`config.mk`:
```
export PLATFORM = sky130hd
export DESIGN_NAME = som_scan_ctrl
export DESIGN_NICKNAME = d
export VERILOG_FILES = /design/src/rtl/som_pkg.sv /design/src/rtl/som_scan_addr_gen.sv /design/src/rtl/som_scan_ctrl.sv
export SDC_FILE = /design/constraint.sdc
export NUM_CORES = 1
export LEC_CHECK = 0
export ABC_AREA = 1
export CORE_AREA = 2 2 652 654
export DETAILED_ROUTE_END_ITERATION = 8
export DIE_AREA = 0 0 654 656
export PLACE_DENSITY = 0.3
export SETUP_SLACK_MARGIN = 0.4
export SLEW_MARGIN = 25
export SYNTH_ARGS = -nofsm -noshare
export SYNTH_HDL_FRONTEND = slang
export SYNTH_SLANG_ARGS = --single-unit
```
`constraint.sdc`:
```
create_clock -name clk -period 4.9 [get_ports clk]
set_input_delay 1.225 -clock clk [delete_from_list [all_inputs] [get_ports clk]]
set_output_delay 1.225 -clock clk [all_outputs]
set_load 0.1 [all_outputs]
```
`src/rtl/som_pkg.sv`:
```
// rtl/som_pkg.sv - shared types and constants for the SOM scan controller
package som_pkg;

    typedef enum logic [3:0] {
        IDLE,
        INIT,
        FETCH_T,
        WAIT_T,
        UPD,
        FETCH_C,
        WAIT_C,
        WRITE,
        DUMP,
        DONE
    } state_t;

    // bit 1 selects x ascending, bit 0 selects y ascending
    localparam logic [1:0] SCAN_FWD  = 2'd3;
    localparam logic [1:0] SCAN_YREV = 2'd2;
    localparam logic [1:0] SCAN_XREV = 2'd1;
    localparam logic [1:0] SCAN_REV  = 2'd0;

    localparam int DEF_IMG_XW   = 6;
    localparam int DEF_IMG_YW   = 6;
    localparam int DEF_CB_W     = 6;
    localparam int DEF_PIX_W    = 24;
    localparam int DEF_ADDR_W   = 18;
    localparam int DEF_INIT_CYC = 192;

endpackage

```
`src/rtl/som_scan_addr_gen.sv`:
```
// rtl/som_scan_addr_gen.sv - x/y pixel pointer with mode-dependent scan order
module som_scan_addr_gen
    import som_pkg::*;
#(
    parameter int IMG_XW = DEF_IMG_XW,
    parameter int IMG_YW = DEF_IMG_YW,
    parameter int ADDR_W = DEF_ADDR_W
) (
    input  logic              clk,
    input  logic              rst,
    input  logic [1:0]        mode,
    input  logic              reload,
    input  logic              advance,
    output logic [ADDR_W-1:0] cur_addr,
    output logic [ADDR_W-1:0] nxt_addr,
    output logic              last_pixel
);

    logic [IMG_XW-1:0] x, x_start, x_end, x_nxt;
    logic [IMG_YW-1:0] y, y_start, y_end, y_nxt;
    logic              row_end;

    assign x_start = mode[1] ? '0 : '1;
    assign y_start = mode[0] ? '0 : '1;
    assign x_end   = ~x_start;
    assign y_end   = ~y_start;

    always_comb begin
        row_end    = (x == x_end);
        last_pixel = row_end && (y == y_end);
        x_nxt      = x;
        y_nxt      = y;
        if (last_pixel) begin
            x_nxt = x_start;
            y_nxt = y_start;
        end else if (row_end) begin
            x_nxt = x_start;
            y_nxt = mode[0] ? y + 1'b1 : y - 1'b1;
        end else begin
            x_nxt = mode[1] ? x + 1'b1 : x - 1'b1;
        end
    end

    always_ff @(posedge clk or posedge rst) begin
        if (rst) begin
            x <= '0;
            y <= '0;
        end else if (reload) begin
            x <= x_start;
            y <= y_start;
        end else if (advance) begin
            x <= x_nxt;
            y <= y_nxt;
        end
    end

    assign cur_addr = ADDR_W'({y, x});
    assign nxt_addr = ADDR_W'({y_nxt, x_nxt});

endmodule

```
`src/rtl/som_scan_ctrl.sv`:
```
// rtl/som_scan_ctrl.sv - SOM training/classify scan sequencer with codebook dump
module som_scan_ctrl
    import som_pkg::*;
#(
    parameter int IMG_XW   = DEF_IMG_XW,
    parameter int IMG_YW   = DEF_IMG_YW,
    parameter int CB_W     = DEF_CB_W,
    parameter int PIX_W    = DEF_PIX_W,
    parameter int ADDR_W   = DEF_ADDR_W,
    parameter int INIT_CYC = DEF_INIT_CYC
) (
    input  logic                        clk,
    input  logic                        rst,
    input  logic                        start,
    input  logic [1:0]                  mode,
    input  logic [3:0]                  epochs,
    input  logic [PIX_W*(1<<CB_W)-1:0]  weight,
    input  logic                        win_valid,
    input  logic [CB_W-1:0]             win_idx,
    output logic                        if_oe,
    output logic [ADDR_W-1:0]           if_a,
    output logic                        pic_we,
    output logic [ADDR_W-1:0]           pic_a,
    output logic [PIX_W-1:0]            pic_d,
    output logic                        w_we,
    output logic [ADDR_W-1:0]           w_a,
    output logic [PIX_W-1:0]            w_d,
    output logic                        init_flag,
    output logic                        train_req,
    output logic                        busy,
    output logic                        done
);

    localparam int N    = 1 << CB_W;
    localparam int IC_W = (INIT_CYC > 1) ? $clog2(INIT_CYC) : 1;
    localparam logic [IC_W-1:0] IC_LAST = IC_W'(INIT_CYC - 1);

    state_t            state;
    logic [1:0]        mode_q;
    logic [3:0]        epochs_q, ep_cnt, ep_nxt, ep_target;
    logic [IC_W-1:0]   init_cnt;
    logic [CB_W-1:0]   dump_cnt, dump_nxt;
    logic [1:0]        gen_mode;
    logic              gen_reload, gen_advance, last_pixel, idle_like;
    logic [ADDR_W-1:0] cur_addr, nxt_addr;
    logic [PIX_W-1:0]  wt [N];

    for (genvar k = 0; k < N; k++) begin : g_wt
        assign wt[k] = weight[PIX_W*k +: PIX_W];
    end

    // the pointer reloads on the start edge, before mode_q holds the new mode
    assign idle_like   = (state == IDLE) || (state == DONE);
    assign gen_mode    = idle_like ? mode : mode_q;
    assign gen_reload  = idle_like && start;
    assign gen_advance = (state == UPD) || (state == WRITE);
    assign ep_nxt      = ep_cnt + 4'd1;
    assign ep_target   = (epochs_q == 4'd0) ? 4'd1 : epochs_q;
    assign dump_nxt    = dump_cnt + 1'b1;

    som_scan_addr_gen #(
        .IMG_XW (IMG_XW),
        .IMG_YW (IMG_YW),
        .ADDR_W (ADDR_W)
    ) u_addr_gen (
        .clk        (clk),
        .rst        (rst),
        .mode       (gen_mode),
        .reload     (gen_reload),
        .advance    (gen_advance),
        .cur_addr   (cur_addr),
        .nxt_addr   (nxt_addr),
        .last_pixel (last_pixel)
    );

    always_ff @(posedge clk or posedge rst) begin
        if (rst) begin
            state     <= IDLE;
            mode_q    <= '0;
            epochs_q  <= '0;
            ep_cnt    <= '0;
            init_cnt  <= '0;
            dump_cnt  <= '0;
            if_oe     <= 1'b0;
            if_a      <= '0;
            pic_we    <= 1'b0;
            pic_a     <= '0;
            pic_d     <= '0;
            w_we      <= 1'b0;
            w_a       <= '0;
            w_d       <= '0;
            init_flag <= 1'b0;
            train_req <= 1'b0;
            busy      <= 1'b0;
            done      <= 1'b0;
        end else begin
            case (state)
                IDLE, DONE: begin
                    if (start) begin
                        state     <= INIT;
                        mode_q    <= mode;
                        epochs_q  <= epochs;
                        ep_cnt    <= '0;
                        init_cnt  <= '0;
                        init_flag <= 1'b1;
                        busy      <= 1'b1;
                        done      <= 1'b0;
                    end
                end
                INIT: begin
                    if (init_cnt == IC_LAST) begin
                        state     <= FETCH_T;
                        init_flag <= 1'b0;
                        if_oe     <= 1'b1;
                        if_a      <= cur_addr;
                    end else begin
                        init_cnt <= init_cnt + 1'b1;
                    end
                end
                FETCH_T: begin
                    if_oe <= 1'b0;
                    state <= WAIT_T;
                end
                WAIT_T: begin
                    if (win_valid) begin
                        state     <= UPD;
                        train_req <= 1'b1;
                    end
                end
                UPD: begin
                    // nxt_addr already wraps to the scan start after the last pixel
                    train_req <= 1'b0;
                    if_oe     <= 1'b1;
                    if_a      <= nxt_addr;
                    state     <= FETCH_T;
                    if (last_pixel) begin
                        ep_cnt <= ep_nxt;
                        if (ep_nxt == ep_target)
                            state <= FETCH_C;
                    end
                end
                FETCH_C: begin
                    if_oe <= 1'b0;
                    state <= WAIT_C;
                end
                WAIT_C: begin
                    if (win_valid) begin
                        state  <= WRITE;
                        pic_we <= 1'b1;
                        pic_a  <= cur_addr;
                        pic_d  <= wt[win_idx];
                    end
                end
                WRITE: begin
                    pic_we <= 1'b0;
                    if (last_pixel) begin
                        state    <= DUMP;
                        dump_cnt <= '0;
                        w_we     <= 1'b1;
                        w_a      <= '0;
                        w_d      <= wt[0];
                    end else begin
                        state <= FETCH_C;
                        if_oe <= 1'b1;
                        if_a  <= nxt_addr;
                    end
                end
                DUMP: begin
                    if (dump_cnt == '1) begin
                        state <= DONE;
                        w_we  <= 1'b0;
                        done  <= 1'b1;
                        busy  <= 1'b0;
                    end else begin
                        dump_cnt <= dump_nxt;
                        w_a      <= ADDR_W'(dump_nxt);
                        w_d      <= wt[dump_nxt];
                    end
                end
                default: state <= IDLE;
            endcase
        end
    end

endmodule
```
Yosys cells after proc, flatten, opt, wreduce, memory -nomap -nowiden
Index checks and enable logic that the tools add are counted.
{"block": "classes", "add_sub_neg": 7, "magnitude_cmp": 2, "eq_ne": 24, "n_mux": 63, "n_bitwise": 4, "reduce_logical": 30}
{"op": "$bmux 24 s6", "count": 2}
{"op": "$mux 24", "count": 6}
{"op": "$mux 6", "count": 14}
{"op": "$mux 18", "count": 4}
{"op": "$pmux 18 s3", "count": 1}
{"op": "$pmux 24 s2", "count": 1}
{"op": "$mux 4", "count": 9}
{"op": "$pmux 18 s2", "count": 1}
{"op": "$pmux 4 s9", "count": 1}
{"op": "$reduce_and 3->1", "count": 8}
{"op": "$ne 2x2->1 const B", "count": 10}
{"op": "$add 6x1->6 const B", "count": 3}
{"op": "$eq 4x3->1 const B", "count": 4}
{"op": "$mux 8", "count": 2}
{"op": "$pmux 8 s2", "count": 1}
{"op": "$ge 7x7->1 const B", "count": 2}
{"op": "$not 6->7", "count": 2}
{"op": "$reduce_bool 2->1", "count": 7}
{"op": "$eq 6x6->1", "count": 2}
{"op": "$not 6->6", "count": 2}
{"op": "$pmux 1 s2", "count": 6}
{"op": "$pmux 6 s2", "count": 1}
{"op": "$sub 6x1->6 const B", "count": 2}
{"op": "$mux 1", "count": 9}
{"op": "other kinds (20)", "count": 30}
{"block": "word_totals", "regBits": 143, "in_bits": 1552, "elab_cells": 150}

Longest topological paths before layout
{"block": "logic_depth", "depth_word": 10, "depth_mapped": 18, "ltp_nobuf": 18}

By module
From an unflattened synthesis, not the netlist that was laid out.
{"block": "unflattened", "cells_unflattened": 7909, "hier_area_um2": 37272.0}
{"module": "som_scan_ctrl", "instances": 1, "cells_per_inst": 7719, "area_each_um2": 36034.6, "seq_area_each_um2": 2977.9}
{"module": "som_scan_addr_gen", "instances": 1, "cells_per_inst": 190, "area_each_um2": 1237.4, "seq_area_each_um2": 300.3}

Worst setup path after synthesis
OpenSTA, ideal clock, no wires.
{"block": "synth_path", "path_type": "input to register", "startpoint": "input mode[1]", "endpoint": "register w_d[13]", "arrival_ns": 2.850, "slack_ns": 1.926, "cell_stages": 14, "n_path_buf": 1, "path_cell_list": "inv_1 > nand2_1 > nand2_2 > ha_1 > nand4_1 > nor2_1 > nand3_1 > nand2_2 > nand3_2 > nand2_2 > inv_2 > buf_2 > nand2_1 > nand2_1"}
{"block": "synth_via", "elab_chain_cells": 7}
{"item": "from (decl)", "line_no": "som_scan_ctrl.sv:15", "source": "input logic [1:0] mode,"}
{"item": "$mux 2", "line_no": "som_scan_ctrl.sv:54", "source": "assign gen_mode = idle_like ? mode : mode_q;"}
{"item": "$mux 6", "line_no": "som_scan_addr_gen.sv:23", "source": "assign x_start = mode[1] ? '0 : '1;"}
{"item": "$not 6->6", "line_no": "som_scan_addr_gen.sv:25", "source": "assign x_end = ~x_start;"}
{"item": "$eq 6x6->1", "line_no": "som_scan_addr_gen.sv:29", "source": "row_end = (x == x_end);"}
{"item": "$logic_and 1x1->1", "line_no": "som_scan_addr_gen.sv:30", "source": "last_pixel = row_end && (y == y_end);"}
{"item": "$ne 2x2->1 (no source line)"}
{"item": "$reduce_and 3->1 (no source line)"}
{"item": "to (signal assigned)", "line_no": "som_scan_ctrl.sv:161", "source": "w_d <= wt[0];"}
{"item": "to (signal assigned)", "line_no": "som_scan_ctrl.sv:177", "source": "w_d <= wt[dump_nxt];"}
{"item": "to (decl)", "line_no": "som_scan_ctrl.sv:27", "source": "output logic [PIX_W-1:0] w_d,"}
Every way passes these cells.
A chain may end at the register's enable or synchronous reset.

Worst setup path after layout
{"block": "layout_path", "startpoint": "input mode[1]", "endpoint": "register w_d[21]"}
Same word-level chain as after synthesis.

==> flow_metrics.env <==
export IMPL_grtUsageMet2_pct=41.6
export IMPL_cts_clk_slew_worst_paths_ns=0.07
export IMPL_outcome="completed"
export IMPL_die_width_um=654
export IMPL_sw_frac_of_total_pct=65.6
export IMPL_fill_cells=49800
export IMPL_vias=59600
export IMPL_root_buffer="clkbuf_16"
export IMPL_grtUsageTotal_pct=22.2
export IMPL_drive_above_1_share_pct=5.28
export IMPL_grt_pass1_vias=58500
export IMPL_cts_resized=0
export IMPL_routed_wl_mm=500
export IMPL_num_rows=239
export IMPL_p_int_uw=6030
export IMPL_final_common_cell="nand2_1"
export IMPL_worstReg2RegStart="dump_cnt[0]"
export IMPL_post_cts_repair_setup_buffers=0
export IMPL_ioPinCount=1661
export IMPL_synth_avg_cell_area_um2=4.80
export IMPL_dp_hpwl_mm=423
export IMPL_ys_seq_area_share_pct=8.62
export IMPL_cts_hold_buf=0
export IMPL_startpoint="mode[1]"
export IMPL_io_buffers=1636
export IMPL_pwr_density_cell_nw_per_um2=296
export IMPL_gp_congestion=0.877
export IMPL_viasPerCell=4.17
export IMPL_finalSetupViolCount=0
export IMPL_start_util_pct=8.18
export IMPL_clk_insertion_delay_late_ns=0.50
export IMPL_syn_inst=7197
export IMPL_criticalPathCategory="input port to flip-flop"
export IMPL_p_leak_uw=0.0227
export IMPL_finalHoldViolCount=0
export IMPL_synth_distinct_cells=37
export IMPL_grt_setup_unrepaired="no"
export IMPL_met3_usage_pct=3.50
export IMPL_required_ns=5.32
export IMPL_cts_sink_count=119
export IMPL_ys_flop_type="dfrtp_1"
export IMPL_slew_violations=0
export IMPL_timing_setup_tns_ns=0
export IMPL_die_h_um=656
export IMPL_busiest_layer="met2"
export IMPL_ys_warn_count=0
export IMPL_area_growth_pct=71.5
export IMPL_grt_max_degree=132
export IMPL_hold_class="flip-flop to flip-flop"
export IMPL_grt_pass1_wl_mm=630
export IMPL_multiInputGateArea_um2=28400
export IMPL_r2r_end="w_d[10]"
export IMPL_clk_path_buf_depth=2
export IMPL_htreeDepth=4
export IMPL_power_frac_comb_pct=81.9
export IMPL_use_met1_pct=24.7
export IMPL_overflow=0
export IMPL_async_reset_ff_share_pct=100
export IMPL_clock_power_share_pct=8.1
export IMPL_skew_ns=0.0185
export IMPL_cts_buffers=17
export IMPL_synth_seq_cells=119
export IMPL_endpoint="w_d[21]"
export IMPL_cts_tree="yes"
export IMPL_ir_drop_mv=0.256
export IMPL_syn_area_um2=34500
export IMPL_rrSetupSlack_ns=0.99
export IMPL_most_common_layout_cells="2104 x nand2_1, 1565 x clkdlybuf4s50_1, 1209 x o21ai_0"
export IMPL_drcViolationCount=0
export IMPL_antenna_found_initial=330
export IMPL_p_seq_share_pct=10.0
export IMPL_fmax_mhz=253
export IMPL_dieArea_um2=429000
export IMPL_avgRoutedWirePerCell_um=35.0
export IMPL_finalCritPeriodShare_pct=80.6
export IMPL_power_switching_uw=11500
export IMPL_synth_edf_count=0
export IMPL_reg2regPathDepth=12
export IMPL_seq_area_um2=2980
export IMPL_setup_slack_ns=0.948
export IMPL_pre_cts_ws_ns=0.483
export IMPL_cp_arrival_ns=4.37
export IMPL_finalNetCount=10000
export IMPL_timing_slew_headroom_pct=25.9
export IMPL_holdPathStages=2
export IMPL_crit_path_end_kind="flip-flop"
export IMPL_fin_crit_ns=3.95
export IMPL_tightest_slew_ns=1.11
export IMPL_drt_iter0_markers=5491
export IMPL_core_um2=422000
export IMPL_crit_path_max_fanout=27
export IMPL_start_kind="input port"
export IMPL_ant_nets=0
export IMPL_whs_ns=0.477
export IMPL_max_cap_violations=0
export IMPL_drt_pass1_iterations=6
how the worst min path moves through the flow:
stage	slack [ns]	endpoint	startpoint
after floorplan	0.46	init_cnt[3]	init_cnt[3]
after global placement	0.46	pic_a[3]	pic_a[3]
after detailed placement	0.46	pic_a[3]	pic_a[3]
after CTS	0.48	pic_a[3]	pic_a[3]
after global routing	0.51	if_a[4]	if_a[4]
final	0.48	pic_a[3]	pic_a[3]
per-layer routing:
layer | part of all wire (%) | vias to the layer above
met5 | 0.13 | -
met4 | 4.4 | 102
met3 | 5.0 | 646
met2 | 52 | 2680
met1 | 38 | 29100
li1 | - | 27100
cell type report:
class / instances / area share, %
Multi-Input combinational cell: 6296 / 48.0
Timing Repair Buffer: 1938 / 32.6
Tap cell: 5663 / 12.0
Sequential cell: 119 / 5.03
Clock buffer: 17 / 0.718
Antenna cell: 166 / 0.701
Inverter: 94 / 0.691
Clock inverter: 15 / 0.300
worst max-delay path: stages:
cell,delay (ns)
clkdlybuf4s50_1,0.55
inv_1,0.07
nand2_1,0.08
nand2_2,0.13
ha_1,0.40
nand4_1,0.15
nor2_1,0.15
nand3_1,0.13
nand2_2,0.30
nand3_2,0.17
nand2_2,0.35
inv_2,0.34
nor2_1,0.17
nand2_1,0.07
nand2_1,0.06
cell usage after synthesis, types with 26 or more instances:
cell / number / area, µm²
dfrtp_1: 119 / 2980
o21ai_1: 30 / 150
nand3_1: 989 / 4950
a21oi_1: 100 / 500
nor2_1: 1202 / 4510
inv_1: 88 / 330
buf_2: 146 / 731
nand2_1: 2105 / 7900
o22ai_1: 550 / 3440
buf_4: 26 / 195
buf_1: 80 / 300
clkbuf_1: 459 / 1720
o21ai_0: 1209 / 6050
logic make-up after synthesis:
kind of cell | Yosys count | share of synthesized area [%]
other cells | 1 | 0.0109
xor+xnor | 15 | 0.424
compound gates | 1918 | 30.0
flops | 119 | 8.62
buf+inv | 805 | 9.56
fa+ha+maj | 13 | 0.514
simple gates | 4326 | 50.9
registers in the layout, summed over array words and instances, names as in the netlist, 2 cells and up:
register      count
dump_cnt          6
ep_cnt            4
epochs_q          4
if_a             12
init_cnt          8
mode_q            2
pic_a            12
pic_d            24
state             4
u_addr_gen.x      6
u_addr_gen.y      6
w_d              24
through the flow:
stage / std cells / utilization, % / instance area, µm² / total power, µW
final: 14300 / 14.0 / 59200 / 17500
after floorplan: 7220 / - / 34600 / 8760
after detailed placement: 14100 / 13.8 / 58200 / 16500
after CTS: 14100 / 13.9 / 58800 / 18000
after global placement: 14100 / 13.8 / 58200 / 16600
after global routing: 14300 / 14.0 / 59100 / 18600
power groups by stage:
stage	logic, µW	registers [µW]	clock network [µW]
3_3_place_gp	14800	1790	0
6_report	14300	1760	1420
4_1_cts	14700	1770	1470
2_1_floorplan	4940	3820	0
3_5_place_dp	14700	1780	0
5_1_grt	15200	1810	1490
Note: power is estimated with default switching activity, not from simulation.
